[src/rtl/seg7_pkg.sv]
`default_nettype none
// +----------------------------------------------------------------------+
// | seg7_pkg : digit width, active-low 7-segment patterns, width helper  |
// | Revision : 1.0                                                       |
// +----------------------------------------------------------------------+
package seg7_pkg;

    localparam int DIGIT_W = 4;

    // Bit 7 = a ... bit 1 = g, bit 0 = dp; all active-low with dp off.
    localparam logic [7:0] SEG_0     = 8'h03;
    localparam logic [7:0] SEG_1     = 8'h9F;
    localparam logic [7:0] SEG_2     = 8'h25;
    localparam logic [7:0] SEG_3     = 8'h0D;
    localparam logic [7:0] SEG_4     = 8'h99;
    localparam logic [7:0] SEG_5     = 8'h49;
    localparam logic [7:0] SEG_6     = 8'hC1;
    localparam logic [7:0] SEG_7     = 8'h1F;
    localparam logic [7:0] SEG_8     = 8'h01;
    localparam logic [7:0] SEG_9     = 8'h19;
    localparam logic [7:0] SEG_BLANK = 8'hFF;

    function automatic int bcd_width(input int ndigits);
        return ndigits * DIGIT_W;
    endfunction

endpackage
`default_nettype wire

[src/rtl/seg7_decoder.sv]
`default_nettype none
// +----------------------------------------------------------------------+
// | seg7_decoder : BCD digit plus blank flag to active-low cathodes      |
// | Revision     : 1.0                                                   |
// +----------------------------------------------------------------------+
module seg7_decoder
    import seg7_pkg::*;
(
    input  logic [3:0] i_digit,
    input  logic       i_blank,
    output logic [7:0] o_seg
);

    always_comb begin
        o_seg = SEG_BLANK;
        if (!i_blank) begin
            case (i_digit)
                4'd0:    o_seg = SEG_0;
                4'd1:    o_seg = SEG_1;
                4'd2:    o_seg = SEG_2;
                4'd3:    o_seg = SEG_3;
                4'd4:    o_seg = SEG_4;
                4'd5:    o_seg = SEG_5;
                4'd6:    o_seg = SEG_6;
                4'd7:    o_seg = SEG_7;
                4'd8:    o_seg = SEG_8;
                4'd9:    o_seg = SEG_9;
                default: o_seg = SEG_BLANK;
            endcase
        end
    end

endmodule
`default_nettype wire

[src/rtl/bcd_counter_display.sv]
`default_nettype none
// +----------------------------------------------------------------------+
// | bcd_counter_display : N-digit BCD up/down counter with multiplexed   |
// |                       active-low 7-segment driver                    |
// | Revision            : 1.0                                            |
// +----------------------------------------------------------------------+
module bcd_counter_display
    import seg7_pkg::*;
#(
    parameter int NDIGITS  = 4,
    parameter int TICK_DIV = 100_000_000,
    parameter int SCAN_DIV = 20_000,
    parameter int BLANK_LZ = 1
) (
    input  logic                         clk,
    input  logic                         rst_n,
    input  logic                         en,
    input  logic                         up,
    input  logic                         clr,
    input  logic                         load,
    input  logic [DIGIT_W*NDIGITS-1:0]   load_val,
    output logic [DIGIT_W*NDIGITS-1:0]   count,
    output logic                         wrap,
    output logic [7:0]                   an,
    output logic [7:0]                   ca
);

    localparam int CW = bcd_width(NDIGITS);
    localparam int TW = $clog2(TICK_DIV);
    localparam int SW = (SCAN_DIV > 1) ? $clog2(SCAN_DIV) : 1;

    localparam logic [TW-1:0] C_TICK_LAST = TW'(TICK_DIV - 1);
    localparam logic [SW-1:0] C_SCAN_LAST = SW'(SCAN_DIV - 1);
    localparam logic [2:0]    C_IDX_LAST  = 3'(NDIGITS - 1);

    logic [TW-1:0]      r_tick_cnt_q, w_tick_cnt_d;
    logic [SW-1:0]      r_scan_cnt_q, w_scan_cnt_d;
    logic [2:0]         r_idx_q,      w_idx_d;
    logic [CW-1:0]      r_count_q,    w_count_d;
    logic               r_wrap_q,     w_wrap_d;
    logic [7:0]         r_an_q,       w_an_d;
    logic [7:0]         r_ca_q,       w_ca_d;

    logic               w_tick;
    logic [CW-1:0]      w_inc, w_dec, w_ldv;
    logic               w_carry, w_borrow;
    logic [3:0]         w_dig, w_ld_dig;
    logic [NDIGITS-1:0] w_lz;
    logic               w_lz_run;
    logic [3:0]         w_sel_digit;
    logic               w_sel_blank;

    always_comb begin
        w_tick       = (r_tick_cnt_q == C_TICK_LAST);
        w_tick_cnt_d = w_tick ? '0 : r_tick_cnt_q + 1'b1;

        w_scan_cnt_d = r_scan_cnt_q + 1'b1;
        w_idx_d      = r_idx_q;
        if (r_scan_cnt_q == C_SCAN_LAST) begin
            w_scan_cnt_d = '0;
            w_idx_d      = (r_idx_q == C_IDX_LAST) ? 3'd0 : r_idx_q + 3'd1;
        end
    end

    // Ripple carry/borrow chains plus load sanitising, digit 0 first.
    always_comb begin
        w_inc    = '0;
        w_dec    = '0;
        w_ldv    = '0;
        w_dig    = '0;
        w_ld_dig = '0;
        w_carry  = 1'b1;
        w_borrow = 1'b1;
        for (int i = 0; i < NDIGITS; i++) begin
            w_dig    = r_count_q[i*DIGIT_W +: DIGIT_W];
            w_ld_dig = load_val[i*DIGIT_W +: DIGIT_W];

            w_inc[i*DIGIT_W +: DIGIT_W] = w_dig;
            if (w_carry) begin
                if (w_dig >= 4'd9) begin
                    w_inc[i*DIGIT_W +: DIGIT_W] = 4'd0;
                end else begin
                    w_inc[i*DIGIT_W +: DIGIT_W] = w_dig + 4'd1;
                    w_carry = 1'b0;
                end
            end

            w_dec[i*DIGIT_W +: DIGIT_W] = w_dig;
            if (w_borrow) begin
                if (w_dig == 4'd0) begin
                    w_dec[i*DIGIT_W +: DIGIT_W] = 4'd9;
                end else begin
                    w_dec[i*DIGIT_W +: DIGIT_W] = w_dig - 4'd1;
                    w_borrow = 1'b0;
                end
            end

            w_ldv[i*DIGIT_W +: DIGIT_W] = (w_ld_dig > 4'd9) ? 4'd0 : w_ld_dig;
        end
    end

    always_comb begin
        w_count_d = r_count_q;
        w_wrap_d  = 1'b0;
        if (clr) begin
            w_count_d = '0;
        end else if (load) begin
            w_count_d = w_ldv;
        end else if (w_tick && en) begin
            if (up) begin
                w_count_d = w_inc;
                w_wrap_d  = w_carry;
            end else begin
                w_count_d = w_dec;
                w_wrap_d  = w_borrow;
            end
        end
    end

    // w_lz[i] is set when digit i and every digit above it are zero.
    always_comb begin
        w_lz        = '0;
        w_lz_run    = 1'b1;
        w_sel_digit = '0;
        w_sel_blank = 1'b0;
        for (int i = NDIGITS - 1; i >= 0; i--) begin
            w_lz_run = w_lz_run && (r_count_q[i*DIGIT_W +: DIGIT_W] == 4'd0);
            w_lz[i]  = w_lz_run;
        end
        for (int i = 0; i < NDIGITS; i++) begin
            if (r_idx_q == 3'(i)) begin
                w_sel_digit = r_count_q[i*DIGIT_W +: DIGIT_W];
                w_sel_blank = (BLANK_LZ != 0) && (i != 0) && w_lz[i];
            end
        end
        w_an_d = ~(8'd1 << r_idx_q);
    end

    seg7_decoder u_seg7_decoder (
        .i_digit (w_sel_digit),
        .i_blank (w_sel_blank),
        .o_seg   (w_ca_d)
    );

    always_ff @(posedge clk) begin
        if (!rst_n) begin
            r_tick_cnt_q <= '0;
            r_scan_cnt_q <= '0;
            r_idx_q      <= '0;
            r_count_q    <= '0;
            r_wrap_q     <= 1'b0;
            r_an_q       <= 8'hFF;
            r_ca_q       <= 8'hFF;
        end else begin
            r_tick_cnt_q <= w_tick_cnt_d;
            r_scan_cnt_q <= w_scan_cnt_d;
            r_idx_q      <= w_idx_d;
            r_count_q    <= w_count_d;
            r_wrap_q     <= w_wrap_d;
            r_an_q       <= w_an_d;
            r_ca_q       <= w_ca_d;
        end
    end

    assign count = r_count_q;
    assign wrap  = r_wrap_q;
    assign an    = r_an_q;
    assign ca    = r_ca_q;

endmodule
`default_nettype wire

[config.mk]
export PLATFORM = sky130hd
export DESIGN_NAME = bcd_counter_display
export DESIGN_NICKNAME = d
export VERILOG_FILES = /design/src/rtl/seg7_pkg.sv /design/src/rtl/seg7_decoder.sv /design/src/rtl/bcd_counter_display.sv
export SDC_FILE = /design/constraint.sdc
export NUM_CORES = 1
export LEC_CHECK = 0
export CAP_MARGIN = 20
export CORE_ASPECT_RATIO = 1.25
export CORE_MARGIN = 4
export CORE_UTILIZATION = 62
export CTS_BUF_LIST = sky130_fd_sc_hd__clkbuf_8
export DETAILED_ROUTE_END_ITERATION = 6
export PLACE_DENSITY = 0.95
export REMOVE_ABC_BUFFERS = 1
export SYNTH_ARGS = -nofsm -noshare
export SYNTH_HDL_FRONTEND = slang
export SYNTH_SLANG_ARGS = --single-unit
export TNS_END_PERCENT = 1
[constraint.sdc]
create_clock -name clk -period 5.1 [get_ports clk]
set_clock_uncertainty 0.2 [all_clocks]
set_input_delay 1.02 -clock clk [delete_from_list [all_inputs] [get_ports clk]]
set_output_delay 1.02 -clock clk [all_outputs]
set_load 0.02 [all_outputs]
---- Word-level counts from Yosys, hierarchy flattened ----
Memories as Yosys holds them, arrays and structs flattened. A register that Yosys moved wholly into a read port is not among the register bits.
Cells that the tools add are included.
word-level totals
  logic and storage cells ................. 106
  memories kept ........................... 1
  output and inout bits ................... 33
  register bits after elaboration ......... 78
  ROM bits ................................ 112
  input port bits ......................... 22
memories
  memory           depth  bits a word  read ports  clocked after Yosys merged registers in  wr ports  line                text
  (no name shown)  16     7            1           1                                        0         seg7_decoder.sv:17  case (i_digit)
cells by class
  shift-type cells ........................ 1
  $lt $le $gt $ge ......................... 8
  equal/unequal tests ..................... 8
  add/subtract/negate cells ............... 11
  reduce and logical (&&, ||, !) cells .... 20
  mux-type cells .......................... 44
  bitwise gates (word level) .............. 3
operators by type and width
  kind                                                                      number
  4-bit two-way mux                                                         22
  16-bit two-way mux                                                        3
  27-bit by 1-bit adder with 27-bit output (second input constant)          1
  27-bit equality test (second input constant)                              1
  1-bit two-way mux                                                         18
  4-bit by 1-bit adder with 4-bit output (second input constant)            4
  4-bit greater-or-equal comparator (second input constant)                 4
  4-bit greater-than comparator (second input constant)                     4
  4-bit zero test                                                           4
  4-bit by 1-bit subtractor with 4-bit output (second input constant)       4
  15-bit by 1-bit adder with 15-bit output (second input constant)          1
  15-bit equality test (second input constant)                              1
  3-bit by 1-bit inequality test with 1-bit output (second input constant)  3
  3-bit AND reduction                                                       3
  3-bit nonzero test                                                        3
  8-bit inverter                                                            1
  2-bit OR reduction                                                        4
  1-bit by 3-bit left shift with 8-bit output (first input constant)        1
  3-bit by 2-bit equality test with 1-bit output (second input constant)    2
  4-bit OR reduction                                                        1
  3-bit by 1-bit adder with 3-bit output (second input constant)            1
  3-bit by 1-bit equality test with 1-bit output (second input constant)    1
  1-bit logical AND                                                         3
  3-bit zero test                                                           1
  other kinds (3)                                                           4

---- Longest topological paths before layout ----
Gate-level depths: netlist of the first run.
  word-level depth ........................ 8
  depth in mapped cells ................... 11

---- By module ----
From an unflattened synthesis of the first run, not the netlist that was laid out.
unflattened totals
  cell total of the unflattened synthesis .. 555
  area, all modules ....................... 4563.1 sq um
by module, submodules not included
  module               cells each  area an instance (sq um)  times used
  bcd_counter_display  521         4322.9                    1
  seg7_decoder         34          240.2                     1

---- Worst setup path before layout of the first run ----
Ideal clock, no wire load.
  path kind ............................... input to register
  from .................................... in load
  to ...................................... reg r_count_q[12] (netlist: count[12])
  buffers on the path ..................... 1
  setup slack ............................. 2478 ps
  stages on the path ...................... 6
  required time ........................... 4830 ps
  library setup time ...................... 70 ps
  arrival time ............................ 2352 ps
  cell sequence ........................... clkbuf_1 clkinv_1 o31ai_4 o221ai_2 or3_1 a21oi_1
between the ends
  cells in the longest elaborated chain, start to end .. 2
  elaborated cells between the ends (all ways) .. 5
  classes of those cells .................. eq/ne (1); mux (1); reduce/logical (3)
RTL lines
  item                                                                                      line                        text
  start: declaration                                                                        bcd_counter_display.sv:20   input logic load,
  3-bit by 1-bit inequality test with 1-bit output (no line), or another cell as far along  -
  3-bit AND reduction (no line)                                                             -
  end signal: assignment                                                                    bcd_counter_display.sv:158  r_count_q <= w_count_d;
  end: declaration                                                                          bcd_counter_display.sv:39   logic [CW-1:0] r_count_q, w_count_d;
Parallel ways exist; a longest one is shown, timed or not.
A chain may end at the register's enable or synchronous reset.

---- Final worst setup path of the first run ----
Same ends and word-level chain as after synthesis.

==> flow_metrics.py, run 1 <==
metrics = {
    "synthesis": {
        "synth_most_common_cell": "dfxtp_1",
        "synthTopCellsByArea": "dfxtp_1 (36%), ha_1 (6.7%), nor2_1 (6.5%), xnor2_1 (5.1%), a21oi_1 (3.6%)",
        "synth_edf_count": 0,
        "yosys_register_bits": 77,
        "yosys.area.top_type": "dfxtp_1",
        "netlist_instances": 531,
        "ys_top_cells_by_count": "dfxtp_1 (77), nor2_1 (74), nand2_1 (38)",
        "async_flop_share_pct": 0,
        "synth_top_area_share_pct": 36.0,
        "synth.avg_cell_area_sq_um": 8.07,
        "ys_types": 59,
        "synth_warnings": 0,
        "syn_area_sq_um": 4280,
        "seq_area_frac_synth_pct": 36.0,
        "synth_flop_cell": "dfxtp_1",
    },
    "global_route": {
        "gr-total-overflow": 0,
        "antenna_found_initial": 0,
        "grt_max_degree": 26,
        "grt_pass1_vias": 3880,
        "track_usage_pct": 26.4,
        "grt_pass1_wl_mm": 17.4,
    },
    "detailed_routing": {
        "viasPerCell": 6.11,
        "drt_pass1_iterations": 5,
        "drtIter0Drc": 334,
        "ant_nets": 0,
        "wl_per_cell_microns": 15.9,
        "routed_wl_mm": 10.6,
        "drcViolationCount": 0,
        "num_vias": 4066,
    },
    "sta": {
        "hold_viol_final": 0,
        "slew_headroom_pct": 35.9,
        "min_period_ns": 3.40,
        "max_freq_ghz": 0.294,
        "setup_viol": 0,
        "rsz0062_at_grt": "no",
        "fin_crit_sh_pct": 66.7,
        "finalMaxSlewViolations": 0,
        "tightest_slew_ns": 0.961,
        "final.setup.tns_ns": 0,
    },
    "worst_setup_path": {
        "reg2regPathDepth": 8,
        "crit_path_end_kind": "flop",
        "arrival_ns": 3.48,
        "r2r_end": "count[12]$_SDFFE_PP0P_",
        "critPathMaxFanout": 18,
        "cp.buffers_inverters": 2,
        "critPathKind": "in2reg",
        "worstPathRequired_ns": 5.17,
        "critPathSlowestCell": "clkdlybuf4s50_1",
        "critical-path-max-stage-delay_ns": 0.90,
        "r2r-start": "count[0]$_SDFFE_PP0P_",
        "start_kind": "input pin",
        "crit_chain": "clkdlybuf4s50_1, clkinv_1, o31ai_4, o221ai_2, or3_1, a21oi_1",
        "crit_family": "buffers and inverters",
        "reg2reg_slack_ns": 2.38,
    },
    "hold_path": {
        "hp-start": "r_tick_cnt_q[0]$_SDFF_PP0_",
        "min_path_cells": 1,
        "min_to": "r_tick_cnt_q[0]$_SDFF_PP0_",
        "hold_class": "reg2reg",
    },
    "power_and_ir_drop": {
        "power_density_nw_per_um2": 262,
        "max-vdd-ir-drop_v": 0.000191,
        "p_leak_nw": 1.86,
    },
    "die": {
        "coreArea_sq_um": 6650,
        "die_x_microns": 82.4,
        "die_area_sq_um": 8310,
        "pin_count": 55,
        "initial_core_util_pct": 64.4,
        "die_y_microns": 101,
        "num_rows": 33,
    },
    "finish": {
        "drive_above_1_share_pct": 4.84,
        "antennaDiodeCount": 0,
        "fin_util_pct": 76.6,
        "syn2layout_area_growth_pct": 18.8,
        "final_nets": 620,
        "fillers": 462,
    },
    "flow_run": {
        "maxCapViolations": 0,
    },
    "clocking": {
        "clk_path_buf_depth": 2,
        "numCtsBuffers": 9,
        "holdBufCountCts": 0,
        "cts_resized": 0,
        "cts-root-buf": "clkbuf_8",
        "cts_tree": "done",
        "htreeDepth": 3,
        "clkSinkCount": 77,
        "insertion_delay_ns": 0.35,
        "clkSlewWorstSetupHoldPaths_ns": 0.08,
        "post-cts-setup-buffers": 0,
    },
    "place": {
        "place_hpwl_mm": 7.49,
        "io_buffers": 53,
        "place_congestion": 0.946,
    },
    "outcome": {
        "status": "finished clean",
    },
}
==> final cells by class <==
type | count | area, sq um | share of cell area, %
timing repair buffer | 54 | 538 | 10.6
sequential | 77 | 1540 | 30.3
inverter | 31 | 116 | 2.29
multi-input combinational | 402 | 2550 | 50.1
tap | 87 | 109 | 2.14
clock inverter | 6 | 111 | 2.19
clock buffer | 9 | 124 | 2.43
==> report_power, final <==
part           total [mW]  switching (mW)  internal (mW)
sequential          0.630          0.0168          0.614
combinational       0.155          0.0876         0.0679
clock               0.549           0.226          0.323
total                1.34           0.330           1.00
==> stage by stage <==
stage / instance area (sq um) / hold WS, ns / total power, mW / setup slack, ns / std cells
floorplan: 4200 / 0.218 / 0.728 / 2.24 / 510
global placement: 4860 / 0.229 / 0.791 / 1.55 / 651
detailed placement: 4860 / 0.241 / 0.795 / 1.47 / 651
CTS: 5090 / 0.262 / 1.34 / 1.83 / 666
global route: 5090 / 0.287 / 1.38 / 1.66 / 666
finish: 5090 / 0.252 / 1.34 / 1.70 / 666
==> cell usage in the layout, fill, tap and decap left out, drive strengths merged, types with 4 or more instances in the layout <==
cell type	synthesis	final
dfxtp	77	77
nor2	74	74
clkdlybuf4s50	0	53
nand2	38	38
a21oi	31	31
inv	30	31
o21ai	28	28
xnor2	25	25
nand3	25	25
ha	23	23
nor3	16	16
xor2	15	15
and3	12	12
a31oi	9	9
clkbuf	18	9
nand4	9	9
a211oi	7	7
or3	7	7
o31ai	7	7
a311oi	5	5
nor2b	5	5
and2	5	5
and4	4	4
nand3b	4	4
a221oi	4	4
nand2b	4	4
nor3b	4	4
==> per-layer routing <==
metal  part of all wire [%]  global-route usage [%]
met4                    2.6                    8.44
met5                      0                       0
met3                    7.6                    6.17
met2                     48                    44.3
met1                     41                    33.1
==> flip-flops by register name (all words and copies together) (netlist names) <==
signal / cells
r_scan_cnt_q: 15
count: 16
ca: 7
r_tick_cnt_q: 27
wrap: 1
an: 8
r_idx_q: 3
==> how the worst max path moves through the flow <==
stage | from | endpoint | slack [ns] | cells after the start
5_1_grt | load | count[12]$_SDFFE_PP0P_ | 1.66 | 6
2_1_floorplan | up | count[10]$_SDFFE_PP0P_ | 2.24 | 6
6_report | load | count[12]$_SDFFE_PP0P_ | 1.70 | 6
4_1_cts | load | count[12]$_SDFFE_PP0P_ | 1.83 | 6
3_3_place_gp | load | count[12]$_SDFFE_PP0P_ | 1.55 | 6
3_5_place_dp | load | count[12]$_SDFFE_PP0P_ | 1.47 | 6
==> logic make-up (layout without fill, tap and decap cells) <==
family	count (synthesis)	after routing	synth area share [%]
XOR/XNOR	40	40	8.18
multiplexers	2	2	0.467
adder cells (fa/ha/maj)	23	23	6.72
AND/OR/NAND/NOR	218	218	25.4
AO/OA/AOI/OAI	118	118	18.5
flip-flops	77	77	36.0
other	1	1	0.0875
buffers and inverters	52	100	4.67
==> worst register-to-register path: stages (launching register included) <==
cell and delay (ns):
dfxtp_1 0.55, inv_1 0.14, ha_1 0.29, or3b_2 0.27, nand2_1 0.12, nor3_1 0.27
o221ai_2 0.23, or3_1 0.43, a21oi_1 0.13
Note: power is estimated with default switching activity, not from simulation.
==> run 2: changes to the inputs <==
CORE_UTILIZATION = 52   (was 62)
PLACE_DENSITY = 0.88   (was 0.95)
clock period = 2.8 ns   (was 5.1 ns; I/O delays follow)
==> run 2 against run 1 <==
- via count is 2.1% higher
- total power grew 68%
- critical path depth is 4 higher
- clock-buffer cell count grew 2
- non-clock buffer count up 21
- highest routed layer unchanged
==> flow_metrics.py, run 2 (synthesized netlist as in run 1, its figures left out) <==
metrics = {
    "hold_path": {
        "hold_class": "reg2reg",
    },
    "worst_setup_path": {
        "arrival_ns": 2.74,
        "start_kind": "flop",
        "crit_path_end_kind": "flop",
        "reg2reg_slack_ns": 0.16,
        "worstPathRequired_ns": 2.90,
        "critPathMaxFanout": 5,
        "critPathKind": "reg2reg",
    },
    "die": {
        "die_y_microns": 109,
        "initial_core_util_pct": 54.0,
        "pin_count": 55,
        "die_x_microns": 89.2,
        "coreArea_sq_um": 7930,
        "num_rows": 36,
        "die_area_sq_um": 9760,
    },
    "clocking": {
        "clk_path_buf_depth": 2,
        "holdBufCountCts": 0,
        "clkSlewWorstSetupHoldPaths_ns": 0.09,
        "cts_tree": "done",
        "clkSinkCount": 77,
        "numCtsBuffers": 9,
        "cts-root-buf": "clkbuf_8",
        "insertion_delay_ns": 0.36,
        "htreeDepth": 3,
    },
    "finish": {
        "drive_above_1_share_pct": 8.65,
        "top_register": "r_tick_cnt_q",
        "multi_input_area_sq_um": 2560,
        "final_common_cell": "dfxtp_1",
        "syn2layout_area_growth_pct": 21.8,
        "seq_area_sq_um": 1540,
        "final_nets": 641,
        "instances_no_fill": 696,
        "largest_register_ffs": 27,
        "fin_util_pct": 65.8,
        "fillers": 663,
        "final_cell_mix": "dfxtp_1 (76), nor2_1 (74), clkdlybuf4s50_1 (53), nand2_1 (38)",
        "antennaDiodeCount": 0,
    },
    "global_route": {
        "grt_pass1_vias": 3933,
        "gr-total-overflow": 0,
        "antenna_found_initial": 0,
        "grt_max_degree": 14,
        "grt_pass1_wl_mm": 17.7,
        "track_usage_pct": 22.9,
    },
    "sta": {
        "min_period_ns": 2.64,
        "finalMaxSlewViolations": 0,
        "fin_crit_sh_pct": 94.3,
        "max_freq_ghz": 0.379,
        "final.setup.tns_ns": 0,
        "tightest_slew_ns": 0.626,
        "hold_viol_final": 0,
        "setup_viol": 0,
        "rsz0062_at_grt": "no",
        "hold_slack_ns": 0.255,
        "slew_headroom_pct": 57.8,
    },
    "detailed_routing": {
        "viasPerCell": 5.96,
        "wl_per_cell_microns": 15.3,
        "routed_wl_mm": 10.7,
        "drcViolationCount": 0,
        "ant_nets": 0,
        "num_vias": 4151,
        "drt_pass1_iterations": 5,
        "drtIter0Drc": 263,
    },
    "flow_run": {
        "maxCapViolations": 0,
    },
    "power_and_ir_drop": {
        "p_total_mw": 2.25,
        "max-vdd-ir-drop_v": 0.000277,
        "power_density_nw_per_um2": 431,
        "p_leak_nw": 1.95,
    },
    "place": {
        "place_hpwl_mm": 7.96,
        "place_congestion": 0.953,
        "io_buffers": 53,
        "placed_cells": 680,
    },
    "outcome": {
        "status": "finished clean",
    },
}
run 2: cell types whose count changed in the layout (fill, tap and decap cells not counted), sizes merged:
cell | before | now
inv | 31 | 32
clkinv | 2 | 4
buf | 1 | 22
clkbuf | 9 | 11
clkinvlp | 1 | 0
bufinv | 3 | 0
run 2: path summary, 6_finish.rpt:
path,to,cells past startpoint,start
max,ca[4]$_SDFF_PP1_,10,r_idx_q[1]$_SDFFE_PN0P_
min,r_tick_cnt_q[0]$_SDFF_PP0_,1,r_tick_cnt_q[0]$_SDFF_PP0_
max reg2reg,ca[4]$_SDFF_PP1_,10,r_idx_q[1]$_SDFFE_PN0P_
min reg2reg,r_tick_cnt_q[0]$_SDFF_PP0_,1,r_tick_cnt_q[0]$_SDFF_PP0_
run 2: layout make-up:
type                            count  area share [%]
Clock buffer                       11            2.90
Multi-Input combinational cell    402            49.0
Clock inverter                      5           0.671
Inverter                           31            2.23
Timing Repair Buffer               75            13.3
Sequential cell                    77            29.6
Tap cell                           95            2.28
run 2: through the flow:
stage | area [sq um] | setup WS [ns]
2_1_floorplan | 4200 | 0.0474
3_3_place_gp | 5010 | 0.161
3_5_place_dp | 5010 | 0.118
4_1_cts | 5200 | 0.143
5_1_grt | 5220 | 0.0244
6_report | 5220 | 0.160
run 2: per-layer routing:
metal / share of wire (%) / vias up / track usage [%]
met3: 7.0 / 19 / 3.67
met4: 1.8 / 0 / 11.5
met2: 49 / 178 / 37.8
met5: 0 / - / 0
li1: - / 2003 / -
met1: 43 / 1951 / 28.5
run 2: where the power goes:
group | switching [mW] | internal, mW | total [mW]
registers | 0.0226 | 1.12 | 1.14
clock network | 0.420 | 0.372 | 0.792
logic | 0.174 | 0.143 | 0.317
run 2: worst max-delay path, cell delays in order (launching register included):
cell,delay [ns]
dfxtp_1,0.35
inv_1,0.10
ha_1,0.26
nor2b_1,0.23
a221oi_2,0.08
a2111oi_0,0.49
a31oi_1,0.18
ha_1,0.28
nor2_1,0.16
a211oi_1,0.07
o21ai_0,0.16
run 2: what timing repair did:
action | 4_1_cts | 5_1_grt
resized for setup | 0 | 4
endpoints found under the setup margin | 0 | 15
buffers inserted | 0 | 0
